**config.mk**
```make
export PLATFORM = sky130hd
export DESIGN_NAME = jt49_bus_arb
export DESIGN_NICKNAME = d
export VERILOG_FILES = /design/src/rtl/jt49_arb_pkg.sv /design/src/rtl/jt49_arb_fifo.sv /design/src/rtl/jt49_bus_arb.sv
export SDC_FILE = /design/constraint.sdc
export NUM_CORES = 1
export LEC_CHECK = 0
export BUFFER_PORTS_ARGS = -buffer_cell sky130_fd_sc_hd__buf_2
export CAP_MARGIN = 20
export CORE_UTILIZATION = 56
export CTS_CLUSTER_SIZE = 28
export DETAILED_ROUTE_END_ITERATION = 12
export PLACE_DENSITY_LB_ADDON = 0.12
export SYNTH_ARGS = -nofsm -noshare
export SYNTH_HDL_FRONTEND = slang
export SYNTH_HIERARCHICAL = 1
export SYNTH_SLANG_ARGS = --single-unit
```
**constraint.sdc**
```tcl
create_clock -name clk -period 2.86 [get_ports clk]
set_clock_uncertainty 0.15 [all_clocks]
set_input_delay 0.572 -clock clk [delete_from_list [all_inputs] [get_ports clk]]
set_output_delay 0.572 -clock clk [all_outputs]
set_load 0.01 [all_outputs]
```
**src/rtl/jt49_arb_pkg.sv**
```systemverilog
// Shared types and constants for the JT49 register-port arbiter.
package jt49_arb_pkg;

  // Bus sequencer states
  typedef enum logic [2:0] {
    ST_IDLE    = 3'd0,
    ST_SETUP   = 3'd1,
    ST_STROBE  = 3'd2,
    ST_RD1     = 3'd3,
    ST_RD2     = 3'd4,
    ST_RECOVER = 3'd5
  } arb_state_e;

  // Envelope shape register: every write to it must reach the PSG
  localparam logic [3:0] REG_ENV_SHAPE = 4'hD;

  // One register write request
  typedef struct packed {
    logic [3:0] addr;
    logic [7:0] data;
  } arb_req_t;

endpackage

```
**src/rtl/jt49_arb_fifo.sv**
```systemverilog
// Synchronous FIFO holding player register-write requests.
// DEPTH must be a power of two so the pointers wrap naturally.
module jt49_arb_fifo
  import jt49_arb_pkg::*;
#(
  parameter int DEPTH = 4
) (
  input  logic                   clk,
  input  logic                   rst_n,
  input  logic                   push_i,
  input  logic                   pop_i,
  input  arb_req_t               wdata_i,
  output arb_req_t               rdata_o,
  output logic                   full_o,
  output logic                   empty_o,
  output logic [$clog2(DEPTH):0] level_o
);

  localparam int AW = $clog2(DEPTH);

  arb_req_t        mem_q [DEPTH];
  logic [AW-1:0]   wptr_q;
  logic [AW-1:0]   rptr_q;
  logic [AW:0]     level_q;
  logic            do_push_s;
  logic            do_pop_s;

  assign full_o    = (level_q == (AW+1)'(DEPTH));
  assign empty_o   = (level_q == '0);
  assign level_o   = level_q;
  assign rdata_o   = mem_q[rptr_q];
  assign do_push_s = push_i & ~full_o;
  assign do_pop_s  = pop_i & ~empty_o;

  // Storage array: written on accepted pushes only
  always_ff @(posedge clk) begin
    if (do_push_s) begin
      mem_q[wptr_q] <= wdata_i;
    end
  end

  // Pointers and occupancy; a simultaneous push and pop leaves the level unchanged
  always_ff @(posedge clk or negedge rst_n) begin
    if (!rst_n) begin
      wptr_q  <= '0;
      rptr_q  <= '0;
      level_q <= '0;
    end else begin
      if (do_push_s) wptr_q <= wptr_q + 1'b1;
      if (do_pop_s)  rptr_q <= rptr_q + 1'b1;
      case ({do_push_s, do_pop_s})
        2'b10:   level_q <= level_q + 1'b1;
        2'b01:   level_q <= level_q - 1'b1;
        default: level_q <= level_q;
      endcase
    end
  end

endmodule

```
**src/rtl/jt49_bus_arb.sv**
```systemverilog
// Arbiter and bus-cycle sequencer in front of the jt49 register port.
// CPU (read/write) and a FIFO-buffered player (write-only) share the port;
// every access is a setup/strobe/recover cycle so each write has its own wr_n edge.
// Optional build macro: JT49_ARB_SHADOW_EN elides writes that would not change
// a register (except the envelope shape register).
module jt49_bus_arb
  import jt49_arb_pkg::*;
#(
  parameter int FIFO_DEPTH = 4,
  parameter int WR_CYC     = 2,
  parameter int GAP_CYC    = 1,
  parameter int CPU_BURST  = 4
) (
  input  logic                        clk,
  input  logic                        rst_n,
  input  logic                        cpu_req,
  input  logic                        cpu_we,
  input  logic [3:0]                  cpu_addr,
  input  logic [7:0]                  cpu_wdata,
  output logic                        cpu_ack,
  output logic [7:0]                  cpu_rdata,
  output logic                        cpu_rvalid,
  input  logic                        ply_valid,
  output logic                        ply_ready,
  input  logic [3:0]                  ply_addr,
  input  logic [7:0]                  ply_data,
  output logic [$clog2(FIFO_DEPTH):0] ply_level,
  output logic                        busy,
  output logic                        psg_cs_n,
  output logic                        psg_wr_n,
  output logic [3:0]                  psg_addr,
  output logic [7:0]                  psg_din,
  input  logic [7:0]                  psg_dout
);

  localparam int BW = $clog2(CPU_BURST + 1);
  localparam logic [BW-1:0] BURST_MAX = BW'(CPU_BURST);

  arb_state_e state_q, state_d;
  logic [3:0]    cyc_q, cyc_d;
  logic [BW-1:0] burst_q, burst_d;
  logic          own_cpu_q, own_cpu_d;
  logic          cs_n_q, cs_n_d, wr_n_q, wr_n_d;
  logic [3:0]    addr_q, addr_d;
  logic [7:0]    din_q, din_d, rdata_q, rdata_d;
  logic          ack_q, ack_d, rvalid_q, rvalid_d;

  arb_req_t      ply_req_s, head_s;
  logic          push_s, pop_s, full_s, empty_s, ply_win_s;
  logic [$clog2(FIFO_DEPTH):0] level_s;

  assign ply_req_s = '{addr: ply_addr, data: ply_data};
  assign push_s    = ply_valid & ~full_s;
  assign ply_win_s = ~empty_s & (~cpu_req | (burst_q == BURST_MAX));

  jt49_arb_fifo #(.DEPTH(FIFO_DEPTH)) u_fifo (
    .clk     (clk),
    .rst_n   (rst_n),
    .push_i  (push_s),
    .pop_i   (pop_s),
    .wdata_i (ply_req_s),
    .rdata_o (head_s),
    .full_o  (full_s),
    .empty_o (empty_s),
    .level_o (level_s)
  );

`ifdef JT49_ARB_SHADOW_EN
  logic [7:0] shadow_q [16];
  logic       ply_hit_s, cpu_hit_s, shw_en_s;
  logic [3:0] shw_addr_s;
  logic [7:0] shw_data_s;

  assign ply_hit_s  = (shadow_q[head_s.addr] == head_s.data) && (head_s.addr != REG_ENV_SHAPE);
  assign cpu_hit_s  = (shadow_q[cpu_addr] == cpu_wdata) && (cpu_addr != REG_ENV_SHAPE);
  assign shw_en_s   = (state_q == ST_IDLE) && (ply_win_s || (cpu_req && cpu_we));
  assign shw_addr_s = ply_win_s ? head_s.addr : cpu_addr;
  assign shw_data_s = ply_win_s ? head_s.data : cpu_wdata;

  // Shadow copy of the last value granted to each register
  always_ff @(posedge clk or negedge rst_n) begin
    if (!rst_n) begin
      for (int i = 0; i < 16; i++) shadow_q[i] <= 8'h00;
    end else if (shw_en_s) begin
      shadow_q[shw_addr_s] <= shw_data_s;
    end
  end
`else
  logic ply_hit_s, cpu_hit_s;
  assign ply_hit_s = 1'b0;
  assign cpu_hit_s = 1'b0;
`endif

  // Arbitration, next state and next registered bus/handshake outputs
  always_comb begin
    state_d   = state_q;
    cyc_d     = cyc_q;
    burst_d   = burst_q;
    own_cpu_d = own_cpu_q;
    cs_n_d    = 1'b1;
    wr_n_d    = 1'b1;
    addr_d    = addr_q;
    din_d     = din_q;
    ack_d     = 1'b0;
    rvalid_d  = 1'b0;
    rdata_d   = rdata_q;
    pop_s     = 1'b0;
    case (state_q)
      ST_IDLE: begin
        if (ply_win_s) begin
          pop_s     = 1'b1;
          burst_d   = '0;
          own_cpu_d = 1'b0;
          if (ply_hit_s) begin
            state_d = ST_IDLE;
          end else begin
            state_d = ST_SETUP;
            cs_n_d  = 1'b0;
            addr_d  = head_s.addr;
            din_d   = head_s.data;
          end
        end else if (cpu_req) begin
          own_cpu_d = 1'b1;
          if (burst_q != BURST_MAX) burst_d = burst_q + 1'b1;
          else                      burst_d = burst_q;
          if (!cpu_we) begin
            state_d = ST_RD1;
            cs_n_d  = 1'b0;
            addr_d  = cpu_addr;
          end else if (cpu_hit_s) begin
            state_d = ST_IDLE;
            ack_d   = 1'b1;
          end else begin
            state_d = ST_SETUP;
            cs_n_d  = 1'b0;
            addr_d  = cpu_addr;
            din_d   = cpu_wdata;
          end
        end else begin
          burst_d = '0;
        end
      end
      ST_SETUP: begin
        state_d = ST_STROBE;
        cs_n_d  = 1'b0;
        wr_n_d  = 1'b0;
        cyc_d   = 4'(WR_CYC - 1);
      end
      ST_STROBE: begin
        if (cyc_q == 4'd0) begin
          state_d = ST_RECOVER;
          cyc_d   = 4'(GAP_CYC - 1);
          ack_d   = own_cpu_q;
        end else begin
          cyc_d  = cyc_q - 4'd1;
          cs_n_d = 1'b0;
          wr_n_d = 1'b0;
        end
      end
      ST_RD1: begin
        state_d = ST_RD2;
        cs_n_d  = 1'b0;
      end
      ST_RD2: begin
        state_d  = ST_RECOVER;
        cyc_d    = 4'(GAP_CYC - 1);
        ack_d    = 1'b1;
        rvalid_d = 1'b1;
        rdata_d  = psg_dout;
      end
      ST_RECOVER: begin
        if (cyc_q == 4'd0) state_d = ST_IDLE;
        else               cyc_d   = cyc_q - 4'd1;
      end
      default: begin
        state_d = ST_IDLE;
      end
    endcase
  end

  // State and output registers; reset drops any access in flight
  always_ff @(posedge clk or negedge rst_n) begin
    if (!rst_n) begin
      state_q   <= ST_IDLE;
      cyc_q     <= 4'd0;
      burst_q   <= '0;
      own_cpu_q <= 1'b0;
      cs_n_q    <= 1'b1;
      wr_n_q    <= 1'b1;
      addr_q    <= 4'd0;
      din_q     <= 8'h00;
      ack_q     <= 1'b0;
      rvalid_q  <= 1'b0;
      rdata_q   <= 8'h00;
    end else begin
      state_q   <= state_d;
      cyc_q     <= cyc_d;
      burst_q   <= burst_d;
      own_cpu_q <= own_cpu_d;
      cs_n_q    <= cs_n_d;
      wr_n_q    <= wr_n_d;
      addr_q    <= addr_d;
      din_q     <= din_d;
      ack_q     <= ack_d;
      rvalid_q  <= rvalid_d;
      rdata_q   <= rdata_d;
    end
  end

  assign psg_cs_n   = cs_n_q;
  assign psg_wr_n   = wr_n_q;
  assign psg_addr   = addr_q;
  assign psg_din    = din_q;
  assign cpu_ack    = ack_q;
  assign cpu_rvalid = rvalid_q;
  assign cpu_rdata  = rdata_q;
  assign ply_ready  = ~full_s;
  assign ply_level  = level_s;
  assign busy       = (state_q != ST_IDLE) | ~empty_s;

endmodule
```
== After elaboration in Yosys (flattened, before gate mapping) ==
Memory sizes are Yosys's and may differ from the RTL's.
Cells that the tools add are included.
Cells by class
  equal/unequal tests: 15
  reductions and logical operators: 14
  muxes and demuxes: 32
  bitwise operators: 9
  add/sub/neg operators: 6
Operators with widths (number)
  $mux W8: 3
  $mux W3: 7
  $pmux W3 S6: 1
  $mux W4: 4
  $pmux W4 S4: 1
  $eq A3 B3 Y1 const B: 4
  $mux W1: 11
  $add A3 B1 Y3 const B: 2
  $eq A3 B2 Y1 const B: 2
  $logic_not A3 Y1: 2
  $ne A2 B2 Y1 const B: 3
  $ne A3 B3 Y1 const B: 2
  $pmux W3 S2: 1
  $reduce_and A2 Y1: 3
  $reduce_and A3 Y1: 2
  $reduce_bool A2 Y1: 3
  $add A2 B1 Y2 const B: 2
  $and A1 B1 Y1: 4
  $logic_not A4 Y1: 1
  $pmux W1 S2: 2
  $reduce_bool A4 Y1: 1
  $sub A4 B1 Y4 const B: 1
  $eq A3 B1 Y1 const B: 1
  $ne A3 B1 Y1 const B: 1
  9 further kinds: 12
Storage, ports and cells
  bits in registers: 42
  memories kept: 1
  bits in writable memories: 48
Memories
  u_fifo.mem_q: words 4, width 12, rd ports 1, clocked after memory_dff 0, write ports 1, line jt49_arb_fifo.sv:21  | arb_req_t mem_q [DEPTH];

== Longest topological paths before layout ==
Gate-level depths: netlist (run 1).
  depth in word-level cells: 8
  depth in mapped cells: 12
  depth with buffers taken out: 11

== Hierarchy ==
The synthesis (run 1) kept the hierarchy.
Modules (own cells, without submodules)
  jt49_arb_fifo: instances 1, area each 2188.3 sq um, cells each 100
  jt49_bus_arb: instances 1, area each 1843.0 sq um, cells each 173

== Worst setup path before layout (run 1) ==
OpenSTA, ideal clock, no wires.
  path kind: reg2reg
  from: reg state_q[0]
  to: reg u_fifo.level_q[2] (netlist: u_fifo/level_o[2])
  path buffers: 2
  path slack: 0.313 ns
  arrival: 2.318 ns
  library setup time: 0.079 ns
  cell stages (with the launch flop): 12
  data required time: 2.631 ns
  cell sequence: dfrtp_1 -> buf_2 -> nor3_1 -> and3_1 -> buf_2 -> o31a_1 -> ha_1 -> inv_1 -> fa_1 -> xor2_1 -> nor2_1 -> xor2_1
Between the ends
  word-level cells in the longest chain between the ends: 5
  elaborated cells between the ends (all ways): 7
  those cells by class: 2 x eq/ne; 2 x mux; 1 x bitwise; 2 x reduce/logical
Ends and longest elaborated chain
  start: declaration: line jt49_bus_arb.sv:39  | arb_state_e state_q, state_d;
  start signal: assignment: line jt49_bus_arb.sv:196  | state_q <= state_d;
  $logic_not A3 Y1 *: line jt49_bus_arb.sv:108  | case (state_q)
  $mux W1 *: line jt49_bus_arb.sv:108
  named net pop_s: line jt49_bus_arb.sv:49  | logic push_s, pop_s, full_s, empty_s, ply_win_s;
  $and A1 B1 Y1 *: line jt49_arb_fifo.sv:33  | assign do_pop_s = pop_i & ~empty_o;
  named net u_fifo.do_pop_s: line jt49_arb_fifo.sv:26  | logic do_pop_s;
  $eq A2 B1 Y1 or $eq A2 B2 Y1 (tied branches): line jt49_arb_fifo.sv:51  | case ({do_push_s, do_pop_s})
  $pmux W3 S2 or $reduce_bool A2 Y1 (tied branches)
  end signal: assignment: line jt49_arb_fifo.sv:52  | 2'b10: level_q <= level_q + 1'b1;
  end signal: assignment: line jt49_arb_fifo.sv:53  | 2'b01: level_q <= level_q - 1'b1;
  end signal: assignment: line jt49_arb_fifo.sv:54  | default: level_q <= level_q;
  end: declaration: line jt49_arb_fifo.sv:24  | logic [AW:0] level_q;
Mark *: on every way through the listed nets, which the timed path passes. The rest lies on a longest branch.
A chain may end at the register's enable or synchronous reset.

== Final worst setup path (run 1) ==
  from: reg burst_q[0]
  to: reg u_fifo.level_q[2] (netlist: u_fifo/level_o[2])
Between the ends
  word-level cells in the longest chain between the ends: 8
  elaborated cells between the ends (all ways): 10
  those cells by class: 3 x eq/ne; 3 x mux; 3 x bitwise; 1 x reduce/logical
Ends and longest elaborated chain
  start: declaration: line jt49_bus_arb.sv:41  | logic [BW-1:0] burst_q, burst_d;
  start signal: assignment: line jt49_bus_arb.sv:198  | burst_q <= burst_d;
  $eq A3 B3 Y1 *: line jt49_bus_arb.sv:54  | assign ply_win_s = ~empty_s & (~cpu_req | (burst_q == BURST_MAX));
  $or A1 B1 Y1 *: line jt49_bus_arb.sv:54
  $and A1 B1 Y1 *: line jt49_bus_arb.sv:54
  $mux W1 *: line jt49_bus_arb.sv:110  | if (ply_win_s) begin
  $mux W1 *: line jt49_bus_arb.sv:108
  $and A1 B1 Y1 *: line jt49_arb_fifo.sv:33
  named net u_fifo.do_pop_s: line jt49_arb_fifo.sv:26
  $eq A2 B1 Y1 or $eq A2 B2 Y1 (tied branches): line jt49_arb_fifo.sv:51
  $pmux W3 S2 or $reduce_bool A2 Y1 (tied branches)
Marked as above.

==> qor.txt, run 1 <==
LAYOUT
---------------------------------------------------------------------------------
Fin area                                                               4700 sq um
Diode insertion count for antenna repair                                        0
Number of nets in the layout                                                  395
Commonest cells after routing, fill and taps aside                   65 x sky130_fd_sc_hd__buf_2, 48 x sky130_fd_sc_hd__edfxtp_1, 40 x sky130_fd_sc_hd__dfrtp_1, 14 x sky130_fd_sc_hd__inv_1
Layout overhead on the synthesized area                                     16.5%
Share of the core filled with cells in the final layout                     0.684
Most common cell after layout, fill and taps aside                   sky130_fd_sc_hd__buf_2
Share of cells above drive strength 1                                       0.334

SYNTH
---------------------------------------------------------------------------------
Post-synthesis cell area                                               4030 sq um
Per-instance average area after synthesis                              14.8 sq um
Number of different library cells in the post-synthesis netlist                55
Synthesized Nets                                                              320
Post-synthesis register bit count                                              90
Number of warning messages in the yosys log                                     6
Share of the yosys chip area belonging to registers                         0.619
Number of enable-type register cells in the synthesized netlist                48
Predominant post-synthesis flop cell                                 sky130_fd_sc_hd__edfxtp_1
Fraction of synthesis flops using an asynchronous set or reset pin          0.467
Synthesized netlist cell count                                                273

POWER AND IR DROP
---------------------------------------------------------------------------------
Reported leakage power                                                    1.98 nW
Peak supply drop                                                         0.553 mV
Ratio of total power to cell area                                    1070 nW/um^2

WORST SETUP PATH
---------------------------------------------------------------------------------
Arrival time at the worst endpoint                                        2.66 ns
Endpoint kind of the worst setup timing path                             register
Required time worst endpoint                                              2.99 ns
Nature of the critical path startpoint                                   register
WS Path Type                                                           reg -> reg
Max FO, Critical Path                                                           3
FF-to-FF setup slack                                                      0.33 ns

ROUTE
---------------------------------------------------------------------------------
Drt first-iter violations                                                      96
ANT nets after route                                                            0
1st-pass router iterations                                                      4
Vias post-DR                                                                2,437
Via-per-instance ratio                                                       5.43
Drt wl/cell                                                          16.6 microns
DRC violations left                                                             0
Total wirelength of the detailed-routed design                            7.48 mm

STA
---------------------------------------------------------------------------------
Worst hold slack after final layout                                     0.0278 ns
Max-slew violation count                                                        0
Final critical-path required period                                       2.53 ns
Hold Violations, Final                                                          0
Remaining max-slew budget at the tightest pin                               0.489
Unrepaired setup endpoints after global routing                             false
Actual slew at the worst max-slew pin                                    0.766 ns
Count of endpoints failing setup in the final report                            0
Final worst-path cycle share                                                0.885
Total Negative Setup Slacks                                                  0 ns
Final WS setup                                                           0.329 ns
Maximum achievable frequency                                              395 MHz

CLOCK NETWORK
---------------------------------------------------------------------------------
Maximum number of buffers from clock root to sink                               2
Clock latency on the worst-skew pair                                      0.35 ns
Number of hold buffers added after CTS                                          0
Number of sinks handled by clock tree synthesis                                90
Clock-pin transition on the worst setup and hold timing paths             0.09 ns
H-tree depth                                                                    3
TritonCTS buffer count                                                          9
Clock root buffer                                                    sky130_fd_sc_hd__clkbuf_8
Post-CTS setup buffer count                                                     0
Post-cts gate resize count                                                      0
TritonCTS clock tree                                                          yes

PLACE
---------------------------------------------------------------------------------
Global placer's final weighted congestion                                   0.792
Number of port buffers                                                         65
Worst slack, placed                                                      0.262 ns
Area after detailed placement                                          4470 sq um
DPL Wire Length                                                           4.99 mm

JOB
---------------------------------------------------------------------------------
Total of max-cap violations                                                     0

FLOORPLAN
---------------------------------------------------------------------------------
Top-level port count                                                           66
Area of the core region                                                6870 sq um
Die area                                                               7540 sq um
Initial Utilization                                                         0.587
Vert. Die Dim                                                        86.8 microns
Die Width                                                            86.8 microns
Row cnt                                                                        30

GLOBAL ROUTE
---------------------------------------------------------------------------------
Remaining global-route overflow                                                 0
Total routing usage reported by global routing                              0.217
Vias in the first global route                                              2,328
Number of antenna violations at the first check in global routing               0
Global-route wire length before repair                                    11.9 mm
Maximum number of pins on one net before global-route repair                   25

HOLD PATH
---------------------------------------------------------------------------------
Class of the tightest hold or removal check                           in -> async

OUTCOME
---------------------------------------------------------------------------------
Status                                                                  completed

## kinds of logic (layout without fill, tap and decap cells)
| logic type | Yosys count | in the layout | share of synthesized area |
|---|---|---|---|
| fa+ha+maj | 10 | 10 | 0.0329 |
| compound gates | 48 | 48 | 0.0891 |
| flops | 90 | 90 | 0.619 |
| simple gates | 63 | 63 | 0.0919 |
| buf+inv | 26 | 106 | 0.0351 |
| mux | 29 | 29 | 0.117 |
| xor+xnor | 7 | 7 | 0.0152 |
## cell type report
cell class | count | area (sq um)
clock inverter | 5 | 86.3
tap | 96 | 120
fill | 497 | 2170
sequential | 90 | 2490
inverter | 14 | 52.6
multi-input combinational | 157 | 1400
clock buffer | 11 | 141
timing repair buffer | 76 | 408
## metal layers
layer / part of all wire / vias to the layer above / global-route usage
met5: 0 / - / 0
met1: 0.46 / 1181 / 0.298
met2: 0.49 / 63 / 0.344
met3: 0.042 / 8 / 0.0495
li1: - / 1185 / -
met4: 0.013 / 0 / 0.0727
## power breakdown
part / internal, mW / switching (mW) / leakage, nW / total, mW
Sequential: 1.81 / 0.291 / 0.944 / 2.10
Clock: 0.523 / 0.450 / 0.114 / 0.973
Combinational: 0.942 / 1.02 / 0.921 / 1.96
## worst max-delay path, cell delays in order (launching register included)
cell	delay, ns
sky130_fd_sc_hd__dfrtp_1	0.41
sky130_fd_sc_hd__inv_1	0.06
sky130_fd_sc_hd__ha_1	0.21
sky130_fd_sc_hd__a21bo_1	0.16
sky130_fd_sc_hd__and3_1	0.19
sky130_fd_sc_hd__o31a_1	0.20
sky130_fd_sc_hd__ha_1	0.21
sky130_fd_sc_hd__inv_1	0.06
sky130_fd_sc_hd__fa_1	0.38
sky130_fd_sc_hd__xor2_1	0.16
sky130_fd_sc_hd__nor2_1	0.12
sky130_fd_sc_hd__xor2_1	0.14
## final timing paths
check / cells after the start / to / from
worst max-delay path: 11 / u_fifo/level_o[2] / burst_q[0]
worst min-delay path: 1 / psg_din[4] / rst_n
worst max register to register: 11 / u_fifo/level_o[2] / burst_q[0]
worst min register to register: 1 / cpu_rdata[7] / cpu_rdata[7]
max in group asynchronous: 2 / u_fifo/wptr_q[1] / rst_n
min in group clk: 1 / u_fifo/mem_q[0][8] / ply_addr[0]
## Yosys cell counts (3+ instances only)
| master | number | area [sq um] |
|---|---|---|
| sky130_fd_sc_hd__a22o_1 | 4 | 35.0 |
| sky130_fd_sc_hd__ha_1 | 9 | 113 |
| sky130_fd_sc_hd__nor4_1 | 3 | 18.8 |
| sky130_fd_sc_hd__nand2_1 | 11 | 41.3 |
| sky130_fd_sc_hd__mux4_1 | 4 | 105 |
| sky130_fd_sc_hd__buf_2 | 4 | 20.0 |
| sky130_fd_sc_hd__nor2b_1 | 3 | 18.8 |
| sky130_fd_sc_hd__dfrtp_1 | 40 | 1000 |
| sky130_fd_sc_hd__clkbuf_1 | 3 | 11.3 |
| sky130_fd_sc_hd__mux2i_1 | 7 | 70.1 |
| sky130_fd_sc_hd__nor2_1 | 12 | 45.0 |
| sky130_fd_sc_hd__a21oi_1 | 12 | 60.1 |
| sky130_fd_sc_hd__edfxtp_1 | 48 | 1440 |
| sky130_fd_sc_hd__inv_1 | 14 | 52.6 |
| sky130_fd_sc_hd__xnor2_1 | 3 | 26.3 |
| sky130_fd_sc_hd__a221o_1 | 8 | 80.1 |
| sky130_fd_sc_hd__mux4_2 | 8 | 180 |
| sky130_fd_sc_hd__o21ai_0 | 8 | 40.0 |
| sky130_fd_sc_hd__mux2_2 | 8 | 90.1 |
| sky130_fd_sc_hd__and3_1 | 9 | 56.3 |
| sky130_fd_sc_hd__and2_1 | 6 | 37.5 |
| sky130_fd_sc_hd__buf_6 | 3 | 33.8 |
| sky130_fd_sc_hd__nand2b_1 | 3 | 18.8 |
| sky130_fd_sc_hd__nor3_1 | 3 | 15.0 |
| sky130_fd_sc_hd__xor2_1 | 4 | 35.0 |
## per-stage QoR
step | cells | total power, mW
floorplan | 273 | 3.53
global placement | 433 | 4.04
detailed placement | 433 | 4.10
CTS | 449 | 5.07
global route | 449 | 5.36
finish | 449 | 5.03
## flip-flops by register name, summed over array words and instances (netlist names)
register        count
u_fifo/level_o      3
own_cpu_q           1
cyc_q               4
u_fifo/wptr_q       2
psg_cs_n            1
u_fifo/rptr_q       2
u_fifo/mem_q       48
cpu_rdata           8
cpu_ack             1
state_q             3
burst_q             3
psg_addr            4
psg_din             8
cpu_rvalid          1
psg_wr_n            1
Power figures use the tool's default switching activity.
==> run 2: changes to the inputs <==
--- a/config.mk
+++ b/config.mk
@@ -5,9 +5,10 @@
 export SDC_FILE = /design/constraint.sdc
 export NUM_CORES = 1
 export LEC_CHECK = 0
+export ABC_AREA = 1
 export BUFFER_PORTS_ARGS = -buffer_cell sky130_fd_sc_hd__buf_2
 export CAP_MARGIN = 20
-export CORE_UTILIZATION = 56
+export CORE_UTILIZATION = 57
 export CTS_CLUSTER_SIZE = 28
 export DETAILED_ROUTE_END_ITERATION = 12
 export PLACE_DENSITY_LB_ADDON = 0.12
==> run 2 against run 1 <==
  * Worst hold slack gained 0.15 ns
  * Core utilization decreased by 1.6 points
  * Clock power shrank 12%
  * Final cell count increased by 35%
  * First-iteration DRC count is 10% higher
  * Total power fell by 1.8%
  * Sequential power fell by 5%
  * Global-route usage is 0.23 points lower
  * Critical path depth increased by 4
  * Cell area rose by 2.6%
  * Die area rose by 3.3%
  * Setup slack worse by 0.062 ns
==> qor.txt, run 2 <==
WORST SETUP PATH
---------------------------------------------------------------------------------
Arrival time at the worst endpoint                                        2.70 ns
Max FO, Critical Path                                                          13
WS Path Type                                                           reg -> reg
Required time worst endpoint                                              2.96 ns
Nature of the critical path startpoint                                   register
Endpoint kind of the worst setup timing path                             register

SYNTH
---------------------------------------------------------------------------------
Fraction of synthesis flops using an asynchronous set or reset pin          0.467
Synthesized Nets                                                              478
Most frequent cell after synthesis                                   sky130_fd_sc_hd__nand2_1
Biggest area consumer among synthesized cells                        sky130_fd_sc_hd__edfxtp_1
Per-instance average area after synthesis                              9.84 sq um
Share of the yosys chip area belonging to registers                         0.588
Post-synthesis cell area                                               4240 sq um
Synthesized netlist cell count                                                431
Predominant post-synthesis flop cell                                 sky130_fd_sc_hd__edfxtp_1
Most frequent cells after synthesis                                  152 x sky130_fd_sc_hd__nand2_1, 53 x sky130_fd_sc_hd__inv_1, 48 x sky130_fd_sc_hd__edfxtp_1, 40 x sky130_fd_sc_hd__dfrtp_1
Number of warning messages in the yosys log                                     6
Number of different library cells in the post-synthesis netlist                29
Top cells by area, synth                                             sky130_fd_sc_hd__edfxtp_1 34%, sky130_fd_sc_hd__dfrtp_1 24%, sky130_fd_sc_hd__nand2_1 13%
Number of enable-type register cells in the synthesized netlist                48
Top cell type's share of synthesized area                                   0.340
Post-synthesis register bit count                                              90

STA
---------------------------------------------------------------------------------
Maximum achievable frequency                                              386 MHz
Hold Violations, Final                                                          0
Remaining max-slew budget at the tightest pin                               0.391
Worst hold slack after final layout                                      0.178 ns
Total Negative Setup Slacks                                                  0 ns
Count of endpoints failing setup in the final report                            0
Unrepaired setup endpoints after global routing                             false
Final worst-path cycle share                                                0.906
Actual slew at the worst max-slew pin                                    0.913 ns
Final critical-path required period                                       2.59 ns
Final WS setup                                                           0.268 ns
Max-slew violation count                                                        0

ROUTE
---------------------------------------------------------------------------------
Drt first-iter violations                                                     106
Vias post-DR                                                                2,999
Drt wl/cell                                                          12.6 microns
Total wirelength of the detailed-routed design                            7.66 mm
Via-per-instance ratio                                                       4.95
1st-pass router iterations                                                      4
DRC violations left                                                             0
ANT nets after route                                                            0

GLOBAL ROUTE
---------------------------------------------------------------------------------
Global-route wire length before repair                                    12.5 mm
Number of antenna violations at the first check in global routing               0
Total routing usage reported by global routing                              0.215
Maximum number of pins on one net before global-route repair                   51
Remaining global-route overflow                                                 0
Vias in the first global route                                              2,677

LAYOUT
---------------------------------------------------------------------------------
Share of the core filled with cells in the final layout                     0.668
Share of cells above drive strength 1                                       0.235
Diode insertion count for antenna repair                                        0
Flip-flop count of the largest register after layout                           48
Commonest cells after routing, fill and taps aside                   152 x sky130_fd_sc_hd__nand2_1, 65 x sky130_fd_sc_hd__buf_2, 53 x sky130_fd_sc_hd__inv_1, 48 x sky130_fd_sc_hd__edfxtp_1, 40 x sky130_fd_sc_hd__dfrtp_1
Layout overhead on the synthesized area                                     13.6%
Most common cell after layout, fill and taps aside                   sky130_fd_sc_hd__nand2_1
Register name with the most flops                                    u_fifo/mem_q
Number of nets in the layout                                                  549
Fin cells                                                                     606
Fin area                                                               4820 sq um

FLOORPLAN
---------------------------------------------------------------------------------
Top-level port count                                                           66
Row cnt                                                                        31
Die area                                                               7790 sq um
Initial Utilization                                                         0.588
Die Width                                                            88.3 microns
Vert. Die Dim                                                        88.3 microns
Area of the core region                                                7210 sq um

POWER AND IR DROP
---------------------------------------------------------------------------------
Reported leakage power                                                    2.38 nW
Tot Pwr                                                                   4.95 mW
Peak supply drop                                                         0.533 mV
Ratio of total power to cell area                                    1030 nW/um^2

CLOCK NETWORK
---------------------------------------------------------------------------------
TritonCTS buffer count                                                          9
Post-CTS setup buffer count                                                     0
H-tree depth                                                                    3
Clock root buffer                                                    sky130_fd_sc_hd__clkbuf_8
Post-cts gate resize count                                                      0
Clock latency on the worst-skew pair                                      0.36 ns
Number of hold buffers added after CTS                                          0
Maximum number of buffers from clock root to sink                               2
Number of sinks handled by clock tree synthesis                                90
TritonCTS clock tree                                                          yes
Clock-pin transition on the worst setup and hold timing paths             0.09 ns

JOB
---------------------------------------------------------------------------------
Total of max-cap violations                                                     0

OUTCOME
---------------------------------------------------------------------------------
Status                                                                  completed

PLACE
---------------------------------------------------------------------------------
DPL Wire Length                                                           5.31 mm
Number of port buffers                                                         65
Worst slack, placed                                                      0.285 ns
Global placer's final weighted congestion                                   0.837
Number of placed instances with taps included                                 590
Area after detailed placement                                          4630 sq um

HOLD PATH
---------------------------------------------------------------------------------
Class of the tightest hold or removal check                           in -> async

[run 2: worst max-delay path: stages (launching register included)]
cell and delay, ns:
sky130_fd_sc_hd__dfrtp_1 0.39, sky130_fd_sc_hd__inv_1 0.09, sky130_fd_sc_hd__ha_1 0.17, sky130_fd_sc_hd__nand2_1 0.09, sky130_fd_sc_hd__a21oi_4 0.15, sky130_fd_sc_hd__inv_2 0.12, sky130_fd_sc_hd__nor2_2 0.20, sky130_fd_sc_hd__nand2_1 0.12
sky130_fd_sc_hd__inv_1 0.08, sky130_fd_sc_hd__ha_1 0.17, sky130_fd_sc_hd__inv_1 0.07, sky130_fd_sc_hd__fa_1 0.38, sky130_fd_sc_hd__nand2_1 0.11, sky130_fd_sc_hd__nand3_1 0.09, sky130_fd_sc_hd__nand2_1 0.06, sky130_fd_sc_hd__nand2_1 0.05
[run 2: path summary, 6_finish.rpt]
kind | start | to | slack (ns) | depth (start not counted)
max | burst_q[0] | u_fifo/level_o[2] | 0.27 | 15
min | rst_n | psg_din[1] | 0.18 | 1
max reg2reg | burst_q[0] | u_fifo/level_o[2] | 0.27 | 15
min reg2reg | cpu_rdata[3] | cpu_rdata[3] | 0.33 | 2
max in group asynchronous | rst_n | u_fifo/wptr_q[0] | 1.80 | 1
min in group clk | psg_dout[7] | cpu_rdata[7] | 0.25 | 3
[run 2: cells by family after synthesis]
group	count (synthesis)	share of synthesized area
compound gates	55	0.0935
xor+xnor	3	0.00620
fa+ha+maj	10	0.0313
buf+inv	72	0.0802
flops	90	0.588
simple gates	201	0.201
[run 2: layout make-up]
| cell class | instances | area, sq um |
|---|---|---|
| tap | 99 | 124 |
| clock inverter | 6 | 65.1 |
| timing repair buffer | 71 | 370 |
| inverter | 61 | 231 |
| fill | 605 | 2390 |
| clock buffer | 10 | 128 |
| sequential | 90 | 2490 |
| multi-input combinational | 269 | 1410 |
[run 2: per-layer routing]
metal	global-route usage	share of wire	vias to the layer above	wire, microns
met5	0	0	-	0
met4	0.0660	0.0094	0	72
met2	0.329	0.46	79	3490
met1	0.306	0.48	1368	3660
met3	0.0513	0.057	7	433
li1	-	-	1545	-
[run 2: report_power, final]
part | leakage [nW] | internal [mW] | switching, mW
sequential | 0.961 | 1.80 | 0.201
clock | 0.0983 | 0.406 | 0.446
combinational | 1.32 | 0.722 | 1.37
total | 2.38 | 2.93 | 2.01
